$ cat config.mk
export PLATFORM = sky130hd
export DESIGN_NAME = v810_mau_arb
export DESIGN_NICKNAME = d
export VERILOG_FILES = /design/src/rtl/v810_pkg.sv /design/src/rtl/v810_mau_arb.sv
export SDC_FILE = /design/constraint.sdc
export NUM_CORES = 1
export LEC_CHECK = 0
export CAP_MARGIN = 10
export CELL_PAD_IN_SITES_DETAIL_PLACEMENT = 0
export CELL_PAD_IN_SITES_GLOBAL_PLACEMENT = 1
export CORE_AREA = 5 5 105 107
export DETAILED_ROUTE_END_ITERATION = 6
export DIE_AREA = 0 0 110 112
export DONT_BUFFER_PORTS = 1
export GPL_TIMING_DRIVEN = 0
export PLACE_DENSITY_LB_ADDON = 0.05
export SETUP_SLACK_MARGIN = 0.05
export SLEW_MARGIN = 10
export SYNTH_ARGS = -nofsm -noshare
export SYNTH_HDL_FRONTEND = slang
export SYNTH_SLANG_ARGS = --single-unit
$ cat constraint.sdc
create_clock -name CLK -period 2.3 [get_ports CLK]
set_input_delay 0.23 -clock CLK [delete_from_list [all_inputs] [get_ports CLK]]
set_output_delay 0.23 -clock CLK [all_outputs]
set_load 0.02 [all_outputs]
$ cat src/rtl/v810_pkg.sv
// v810_pkg: shared types and constants for the V810 memory access unit arbiter.
package v810_pkg;
  typedef enum logic [1:0] {
    MAU_IDLE = 2'd0,
    MAU_I    = 2'd1,
    MAU_D    = 2'd2
  } mau_owner_t;
  localparam int MAU_DSTREAK_W = 4;
endpackage

$ cat src/rtl/v810_mau_arb.sv
// v810_mau_arb: shares one external memory bus between V810 instruction fetch and data access.
// Data has fixed priority. After DSTREAK_MAX back-to-back data grants against a waiting
// fetch, the fetch is forced through (0 disables this). DLOCK keeps the bus reserved for
// data across a read-modify-write pair.
// Ports: CLK/RESn (async active-low)/CE clocking; ICIA/ICIREQ/ICID/ICIACK instruction side;
// DA/DREQ/DWR/DBE/DWD/DLOCK/DRD/DACK data side; MA/MREQ/MWR/MBE/MWD/MRD/MACK bus side;
// OWNER registered owner (0 idle, 1 instruction, 2 data).
// Optional: define V810_MAU_PERF_EN to add PERF_CLR, PERF_IWAIT and PERF_DWAIT wait counters.
module v810_mau_arb
  import v810_pkg::*;
#(
  parameter int DSTREAK_MAX = 4
) (
  input  logic        CLK,
  input  logic        RESn,
  input  logic        CE,
  input  logic [31:0] ICIA,
  input  logic        ICIREQ,
  output logic [31:0] ICID,
  output logic        ICIACK,
  input  logic [31:0] DA,
  input  logic        DREQ,
  input  logic        DWR,
  input  logic [3:0]  DBE,
  input  logic [31:0] DWD,
  input  logic        DLOCK,
  output logic [31:0] DRD,
  output logic        DACK,
  output logic [31:0] MA,
  output logic        MREQ,
  output logic        MWR,
  output logic [3:0]  MBE,
  output logic [31:0] MWD,
  input  logic [31:0] MRD,
  input  logic        MACK,
  output logic [1:0]  OWNER
`ifdef V810_MAU_PERF_EN
  ,
  input  logic        PERF_CLR,
  output logic [31:0] PERF_IWAIT,
  output logic [31:0] PERF_DWAIT
`endif
);
  localparam logic [MAU_DSTREAK_W-1:0] SMAX = MAU_DSTREAK_W'(DSTREAK_MAX);
  mau_owner_t st;
  logic lock_r;
  logic [MAU_DSTREAK_W-1:0] dstreak;
  logic is_i, is_d, arb_open, d_win;
  assign is_i = st == MAU_I;
  assign is_d = st == MAU_D;
  // Normal arbitration runs when no lock is held, or when a held lock is released
  // (DLOCK low) without a data request to consume it.
  assign arb_open = ~lock_r | ~DLOCK;
  // Data wins contention until it has taken SMAX grants in a row against a waiting fetch.
  assign d_win = DREQ & (~ICIREQ | SMAX == '0 | dstreak < SMAX);
  assign OWNER  = st;
  assign MREQ   = (is_i & ICIREQ) | (is_d & DREQ);
  assign MA     = is_i ? ICIA : is_d ? DA : 32'h0;
  assign MWR    = is_d & DWR;
  assign MBE    = is_i ? 4'hF : is_d ? DBE : 4'h0;
  assign MWD    = is_d ? DWD : 32'h0;
  assign ICIACK = is_i & MACK;
  assign DACK   = is_d & MACK;
  assign ICID   = is_i ? MRD : 32'h0;
  assign DRD    = is_d ? MRD : 32'h0;
  always_ff @(posedge CLK or negedge RESn)
    if (!RESn) begin
      st      <= MAU_IDLE;
      lock_r  <= 1'b0;
      dstreak <= '0;
    end else if (CE) begin
      case (st)
        MAU_IDLE: begin
          if (!ICIREQ) dstreak <= '0;
          if (lock_r & DREQ) st <= MAU_D;
          else if (arb_open) begin
            lock_r <= 1'b0;
            if (d_win) begin
              st <= MAU_D;
              if (ICIREQ && dstreak != '1) dstreak <= dstreak + 1'b1;
            end else if (ICIREQ) begin
              st      <= MAU_I;
              dstreak <= '0;
            end
          end
        end
        MAU_I: if (MACK | ~ICIREQ) st <= MAU_IDLE;
        MAU_D: begin
          if (MACK | ~DREQ) st <= MAU_IDLE;
          if (MACK) lock_r <= DLOCK;
        end
        default: st <= MAU_IDLE;
      endcase
    end
`ifdef V810_MAU_PERF_EN
  always_ff @(posedge CLK or negedge RESn)
    if (!RESn) begin
      PERF_IWAIT <= '0;
      PERF_DWAIT <= '0;
    end else if (PERF_CLR) begin
      PERF_IWAIT <= '0;
      PERF_DWAIT <= '0;
    end else if (CE) begin
      PERF_IWAIT <= PERF_IWAIT + 32'(ICIREQ & ~ICIACK);
      PERF_DWAIT <= PERF_DWAIT + 32'(DREQ & ~DACK);
    end
`endif
endmodule

; ---- After elaboration in Yosys (flattened, before gate mapping)
; Index checks and enable logic that the tools add are counted.
[totals]
reg_bits = 7
inputBits = 140
out_inout_bits = 138
word_cells = 61
[classes]
n_addsub = 1
n_lt_le_gt_ge = 1
eq_ne = 10
mux = 24
bitwise = 16
reduce_logical = 6
[ops]
columns = operator, n
row1 = 32-bit two-way mux, 5
row2 = 4-bit two-way mux, 8
row3 = 2-bit two-way mux, 6
row4 = 5-bit AND reduction, 2
row5 = "4-bit != test, second input constant", 2
row6 = 1-bit AND, 7
row7 = "2-bit != test, second input constant", 3
row8 = 2-bit case mux with 3 select lines, 1
row9 = 1-bit OR, 5
row10 = "4-bit by 1-bit adder with 4-bit output, second input constant", 1
row11 = "4-bit by 3-bit less-than comparator with 1-bit output, second input constant", 1
row12 = "2-bit by 1-bit != test with 1-bit output, second input constant", 2
row13 = 1-bit NOT, 4
row14 = 1-bit two-way mux, 3
row15 = "3-bit != test, second input constant", 1
row16 = "2-bit by 1-bit == test with 1-bit output, second input constant", 1
row17 = "2-bit == test, second input constant", 1
row18 = 2-bit zero test, 1
row19 = 1-bit case mux with 2 select lines, 1
row20 = 2-bit AND reduction, 1
row21 = 2-bit nonzero test, 1
row22 = 1-bit logical AND, 1

; ---- Longest topological paths before layout
; Gate-level depths: netlist of run 1.
[logic_depth]
depth_word = 7
mapped_depth = 7
depth_no_buf = 3

; ---- Least setup slack after synthesis of run 1
; Ideal clock, no wire load.
[synth_timing]
path_kind = register -> output
start = reg st[1] (netlist: OWNER[1])
end = out MREQ
arrival_time_ps = 1426
t_required_ps = 2070
setup_slack_ps = 644
stages_incl_launch_ff = 8
n_path_buf = 4
cell_sequence = dfrtp_1 > buf_4 > nor2b_1 > buf_2 > buf_6 > buf_2 > nand2_1 > o21ai_0
[synth_between]
elab_chain_len = 3
word_cells_on_any_way = 5
classes_between = eq/ne (2) / bitwise (3)
[synth_rtl]
columns = element, line
row1 = from (decl), v810_mau_arb.sv:45  ; mau_owner_t st;
row2 = from (signal assigned), v810_mau_arb.sv:68  ; st <= MAU_IDLE;
row3 = from (signal assigned), v810_mau_arb.sv:75  ; if (lock_r & DREQ) st <= MAU_D;
row4 = from (signal assigned), v810_mau_arb.sv:79  ; st <= MAU_D;
row5 = 2-bit by 1-bit == test with 1-bit output or 2-bit == test (tied branches), "v810_mau_arb.sv:49, v810_mau_arb.sv:50"
row6 = 1-bit AND, v810_mau_arb.sv:57  ; assign MREQ = (is_i & ICIREQ) | (is_d & DREQ);
row7 = 1-bit OR *, v810_mau_arb.sv:57
row8 = to (decl), v810_mau_arb.sv:30  ; output logic MREQ,
; Every way passes the cells marked *; elsewhere a longest branch is shown, timed or not.

; ---- Worst setup path after layout of run 1
[layout_timing]
start = reg st[1] (netlist: OWNER[1])
end = out MWD[21]
[layout_between]
elab_chain_len = 2
[layout_rtl]
columns = element, line
row1 = 2-bit == test, v810_mau_arb.sv:50  ; assign is_d = st == MAU_D;
row2 = 32-bit two-way mux, v810_mau_arb.sv:61  ; assign MWD = is_d ? DWD : 32'h0;
row3 = to (decl), v810_mau_arb.sv:33  ; output logic [31:0] MWD,
; No other way between the ends.

==> results of run 1 <==
==> metal layers <==
layer / global-route usage [%] / up-vias
met4: 1.496 / 0
li1: - / 678
met1: 12.85 / 699
met3: 4.754 / 4
met2: 22.98 / 144
met5: 0 / -
==> layout make-up <==
type / count / area share [%]
Clock buffer: 4 / 2.657
Antenna cell: 3 / 0.4428
Tap cell: 136 / 10.04
Timing Repair Buffer: 1 / 0.5904
Inverter: 2 / 0.4428
Sequential cell: 7 / 10.48
Buffer: 20 / 6.568
Multi-Input combinational cell: 165 / 68.78
==> power breakdown <==
part           leakage [nW]  switching (mW)  internal [mW]  total [mW]
sequential           0.0906          0.0395          0.151       0.191
clock                0.0228          0.0494          0.120       0.169
combinational         0.624           0.931          0.354        1.28
==> kinds of logic (layout without fill, tap and decap cells) <==
kind of cell             Yosys count  count (layout)  synth area share [%]
AO/OA/AOI/OAI                     46              46                 26.56
multiplexers                       1               1                 1.041
AND/OR/NAND/NOR                  117             117                 51.30
adder cells (fa/ha/maj)            1               1                0.8679
other                              0               3                     0
buffers and inverters             22              27                 8.073
flip-flops                         7               7                 12.15
==> through the flow <==
stage | power [mW] | setup slack, ps
CTS | 1.678 | 97.79
global placement | 1.485 | 250.0
finish | 1.644 | 231.2
floorplan | 1.258 | 644.3
detailed placement | 1.488 | 243.0
global route | 1.753 | 62.62
==> placed cells by master (no fill, tap or decap), types with 3 or more instances in the layout <==
cell / count
and2_1: 93
a22o_1: 34
buf_2: 12
and2_2: 7
dfrtp_1: 5
a21o_1: 4
nand2_1: 4
diode_2: 3
buf_4: 3
clkbuf_1: 3
clkbuf_8: 3
==> sequential cells by signal, summed over array words and instances, names as in the netlist <==
register  cells
dstreak       4
lock_r        1
OWNER         2
==> worst register-to-register path: cells and delay by family (launching register included) <==
family	cells	cell delay (ps)
AOI/OAI and AO/OA	1	100
buffers and inverters	3	560
and+or+nand+nor	2	310
DFF	1	420
==> repair_timing <==
| item | in CTS | in global routing |
|---|---|---|
| hold endpoints to repair | 7 | 0 |
| resized for setup | 4 | 9 |
| hold buffers | 1 | 0 |
| setup endpoints to repair | 14 | 75 |
| pin swaps | 0 | 0 |
==> final timing paths <==
kind | cells after the start | startpoint | slack (ps) | endpoint
min in group asynchronous | 1 | RESn | 340 | dstreak[3]$_DFFE_PN0P_
max in group asynchronous | 1 | RESn | 1700 | OWNER[1]$_DFFE_PN0P_
min | 2 | DREQ | 160 | OWNER[1]$_DFFE_PN0P_
max | 6 | OWNER[1]$_DFFE_PN0P_ | 230 | MWD[21]
min reg2reg | 1 | dstreak[1]$_DFFE_PN0P_ | 510 | dstreak[1]$_DFFE_PN0P_
max reg2reg | 6 | OWNER[1]$_DFFE_PN0P_ | 810 | lock_r$_DFFE_PN0P_
==> impl_metrics.yaml, run 1 <==
clocking:
  cts_max_level: 1
  numCtsBuffers: 3
  cts.path.max_buffers: 2
  insertion_delay_ps: 220
  cts_tree: "yes"
  clk_pin_slew_worst_paths_ps: 40
  clock_sink_count: 7
  cts_root_buf: "clkbuf_8"
  postCtsSetupBuffers: 0
timing:
  final-max-slew-violation-count: 0
  skew_ps: 5.189
  hold_ws_ps: 163.9
  fin_crit_sh_pct: 89.95
  relSlewSlack_pct: 76.26
  rsz0062_at_grt: "false"
  setup_viol: 0
  fin_tns_setup_ps: 0
  timing.fmax_mhz: 483.4
  finalHoldViolCount: 0
  timing.final.crit_period_ps: 2069
  worst_pin_slew_ps: 351.6
route:
  top_layer: "met4"
  drt-total-wl_mm: 8.528
  firstDrtPassIters: 4
  via_per_inst: 4.512
  routedLengthMet1_mm: 2.883
  ant_nets: 0
  routedWlPerCell_um: 25.23
  vias: 1525
  detail_route.iter0.violations: 38
  wl_met2_mm: 4.493
  drcViolationCount: 0
  routed-wl-met3_mm: 1.090
run:
  max_cap_viol_count: 0
critical_path:
  critPathLaunchType: "register"
  slowest_delay_ps: 420
  worstPathRequired_ps: 2070
  crit_fanout: 10
  path_cells: "buf_4 > nor2b_1 > buf_2 > buf_6 > buf_2 > and2_1"
  cpMostUsedCell: "buf_2"
  critPathSlowestCell: "dfrtp_2"
  cp_data_arrival_time_ps: 1840
  end_kind: "output pin"
  crit_type: "register to output pin"
  critPathTopFamily: "buffers and inverters"
  crit_buf_inv: 4
placed_design:
  place_area_sq_um: 1612
  placed_cells: 330
  hpwlAfterDp_mm: 7.540
  gp_congestion: 0.7579
  port_buffers: 0
synth:
  yosysMostFrequentCell: "and2_1"
  yosysWarningCount: 0
  async_reset_ff_share_pct: 100.0
  synth_nets: 335
  yosys.area.top_type_share_pct: 42.97
  mappedNetlistArea_sq_um: 1441
  yosys.area.top_type: "and2_1"
  yosysUniqueCellTypes: 31
  synth_area_leaders: "and2_1 (43%), a22o_1 (21%), dfrtp_1 (12%), buf_2 (4.2%), a21o_1 (2.1%)"
  syn_inst: 194
  syn_area_per_cell_sq_um: 7.430
  synthTopCellsByCount: "and2_1 (99), a22o_1 (34), buf_2 (12)"
  synth-edff-count: 0
  synth_ff_type: "dfrtp_1"
  synth-seq-area-share_pct: 12.15
  ys_ff_latch: 7
cells_and_area:
  stdcell_area_sq_um: 1695
  utilization_pct: 16.88
  syn_to_final_growth_pct: 17.62
  fin_nets: 341
  fin_cells: 338
  multi_input_area_sq_um: 1166
  drive_gt1_share_pct: 18.09
  regArea_sq_um: 177.7
  fillers: 1178
power:
  p_leak_nw: 0.7372
  ir_drop_mv: 0.3430
  power_density_nw_per_um2: 969.8
global_routing:
  grt_overflow: 0
  grt_pass1_wl_mm: 11.50
  grt_max_degree: 11
  antenna_found_initial: 3
  grt_pass1_vias: 1736
  grt_use_total_pct: 12.19
die:
  die_w_um: 110
  initial_core_util_pct: 14.35
  rows: 37
  ios: 278
  fp.dieH_um: 112
  die-area_sq_um: 12320
  core_sq_um: 10050
status:
  status: "complete, no violations"
worst_hold_path:
  hp-class: "primary input to register"
Note: power is estimated with default switching activity, not from simulation.
==> inputs of run 2 (changes only) <==
==> constraint.sdc (replaced) <==
create_clock -name CLK -period 2.3 [get_ports CLK]
set_input_delay 0.23 -clock CLK [delete_from_list [all_inputs] [get_ports CLK]]
set_output_delay 0.23 -clock CLK [all_outputs]
set_load 0.1 [all_outputs]
==> run 2 against run 1 <==
  * Routed wire length fell by 4.4%
  * Highest routed layer unchanged
  * Largest power group unchanged
  * Maximum frequency fell by 8.5%
  * Sequential share of layout area down 2.4 points
  * Via count up 2.3%
  * Worst hold slack worse by 22 ps
==> impl_metrics.yaml, run 2 (synthesis gave the netlist of run 1 again) <==
critical_path:
  cp_data_arrival_time_ps: 2030
  crit_type: "register to output pin"
  reg2reg_from: "OWNER[1]$_DFFE_PN0P_"
  critPathLaunchType: "register"
  end_kind: "output pin"
  r2r_setup_slack_ps: 550
  crit_fanout: 10
  path_cells: "buf_6 > nor2b_1 > buf_4 > buf_2 > a22o_2"
  slowest_delay_ps: 610
  critPathSlowestCell: "dfrtp_4"
  worstPathRequired_ps: 2070
  reg2reg_to: "dstreak[0]$_DFFE_PN0P_"
  ff2ff_path_depth: 5
route:
  drt-total-wl_mm: 8.150
  routedWlPerCell_um: 24.11
  detail_route.iter0.violations: 65
  drcViolationCount: 0
  firstDrtPassIters: 4
  vias: 1560
  ant_nets: 0
  via_per_inst: 4.615
power:
  power_density_nw_per_um2: 1985
  ir_drop_mv: 0.4871
  p_leak_nw: 1.041
global_routing:
  gr-usage-met3_pct: 3.478
  grt_overflow: 0
  grt_max_degree: 11
  grt_use_met1_pct: 11.22
  grt_use_total_pct: 11.49
  grt_use_met2_pct: 23.26
  antenna_found_initial: 0
  top_usage_layer: "met2"
  grt_pass1_wl_mm: 11.01
  grt_pass1_vias: 1715
worst_hold_path:
  min-delay-start: "DREQ"
  hold_path_end: "OWNER[1]$_DFFE_PN0P_"
  hold_path_depth: 2
  hp-class: "primary input to register"
timing:
  skew_ps: 0.8015
  timing.final.crit_period_ps: 2261
  hold_ws_ps: 142.0
  setup_viol: 0
  relSlewSlack_pct: 52.98
  timing.fmax_mhz: 442.3
  rsz0062_at_grt: "true"
  fin_crit_sh_pct: 98.30
  finalHoldViolCount: 0
  worst_pin_slew_ps: 702.6
  final-max-slew-violation-count: 0
placed_design:
  place_area_sq_um: 1787
  port_buffers: 0
  hpwlAfterDp_mm: 6.830
  placed_cells: 330
  gp_congestion: 0.7479
clocking:
  cts_tree: "yes"
  numCtsBuffers: 3
  cts.path.max_buffers: 2
  cts_max_level: 1
  clk_pin_slew_worst_paths_ps: 40
  cts_root_buf: "clkbuf_8"
  insertion_delay_ps: 230
  clock_sink_count: 7
status:
  status: "complete, no violations"
run:
  max_cap_viol_count: 0
cells_and_area:
  drive_gt1_share_pct: 84.65
  top_register: "dstreak"
  diodes: 0
  stdcell_area_sq_um: 2262
  layout_common_cells: "and2_4 (99), a22o_4 (22), a22o_2 (10)"
  fillers: 1100
  syn_to_final_growth_pct: 56.94
  layout_commonest_cell: "and2_4"
  largest_reg_flops: 4
  fin_nets: 344
  fin_cells: 338
die:
  core_sq_um: 10050
  die-area_sq_um: 12320
  die_w_um: 110
  initial_core_util_pct: 14.35
  fp.dieH_um: 112
  ios: 278
  rows: 37
[run 2: cell types whose count changed in the layout (fill, tap and decap cells not counted), sizes merged]
cell    delta
buf        +5
diode      -3
clkbuf     -2
[run 2: per-stage QoR]
stage | setup TNS (ps) | setup WS (ps) | util [%] | power (mW)
6_report | 0 | 39.19 | 22.52 | 4.490
5_1_grt | -309.4 | -39.31 | 22.52 | 4.604
4_1_cts | 0 | 14.40 | 22.22 | 4.514
3_5_place_dp | -12650 | -265.9 | 17.79 | 3.936
3_3_place_gp | -9376 | -204.4 | 17.79 | 3.930
2_1_floorplan | 0 | 179.1 | - | 3.733
[run 2: final cells by class]
cell class                 instances  area [sq um]  area share [%]
multi-input combinational        165          1649           72.90
sequential                         7         182.7           8.075
buffer                            20         175.2           7.743
tap                              136         170.2           7.522
clock buffer                       4         45.04           1.991
timing repair buffer               4         32.53           1.438
inverter                           2         7.507          0.3319
[run 2: worst max-delay path by stage]
stage                              start      end  slack (ps)
CTS                 OWNER[1]$_DFFE_PN0P_    MA[3]          10
detailed placement  OWNER[0]$_DFFE_PN0P_   MA[30]        -270
global route        OWNER[1]$_DFFE_PN0P_    MA[3]         -40
finish              OWNER[1]$_DFFE_PN0P_    MA[3]          40
floorplan           OWNER[1]$_DFFE_PN0P_  DRD[22]         180
global placement    OWNER[0]$_DFFE_PN0P_   MA[30]        -200
[run 2: what timing repair did]
item | 4_1_cts | 5_1_grt
setup buffers | 3 | 0
endpoints found under the hold margin | 7 | 0
resized for setup | 148 | 9
cloned | 0 | 0
setup endpoints to repair | 136 | 105
hold buffers | 1 | 0
pin swaps | 11 | 68
[run 2: worst max-delay path: cells and delay by family, from the launching register on]
| family | cells | cell delay [ps] |
|---|---|---|
| AO/OA/AOI/OAI | 1 | 520 |
| AND/OR/NAND/NOR | 1 | 120 |
| buffers and inverters | 3 | 530 |
| flip-flops | 1 | 610 |
[run 2: routing by layer]
layer	vias to the layer above	wire length, um	share of wire (%)
met4	0	65	0.80
li1	679	-	-
met3	8	805	9.9
met5	-	0	0
met2	126	4655	57
met1	747	2622	32
[run 2: power breakdown]
part	internal, mW	switching, mW	leakage (nW)
combinational	0.751	3.32	0.928
clock	0.120	0.0523	0.0228
sequential	0.154	0.0903	0.0903
total	1.03	3.46	1.04
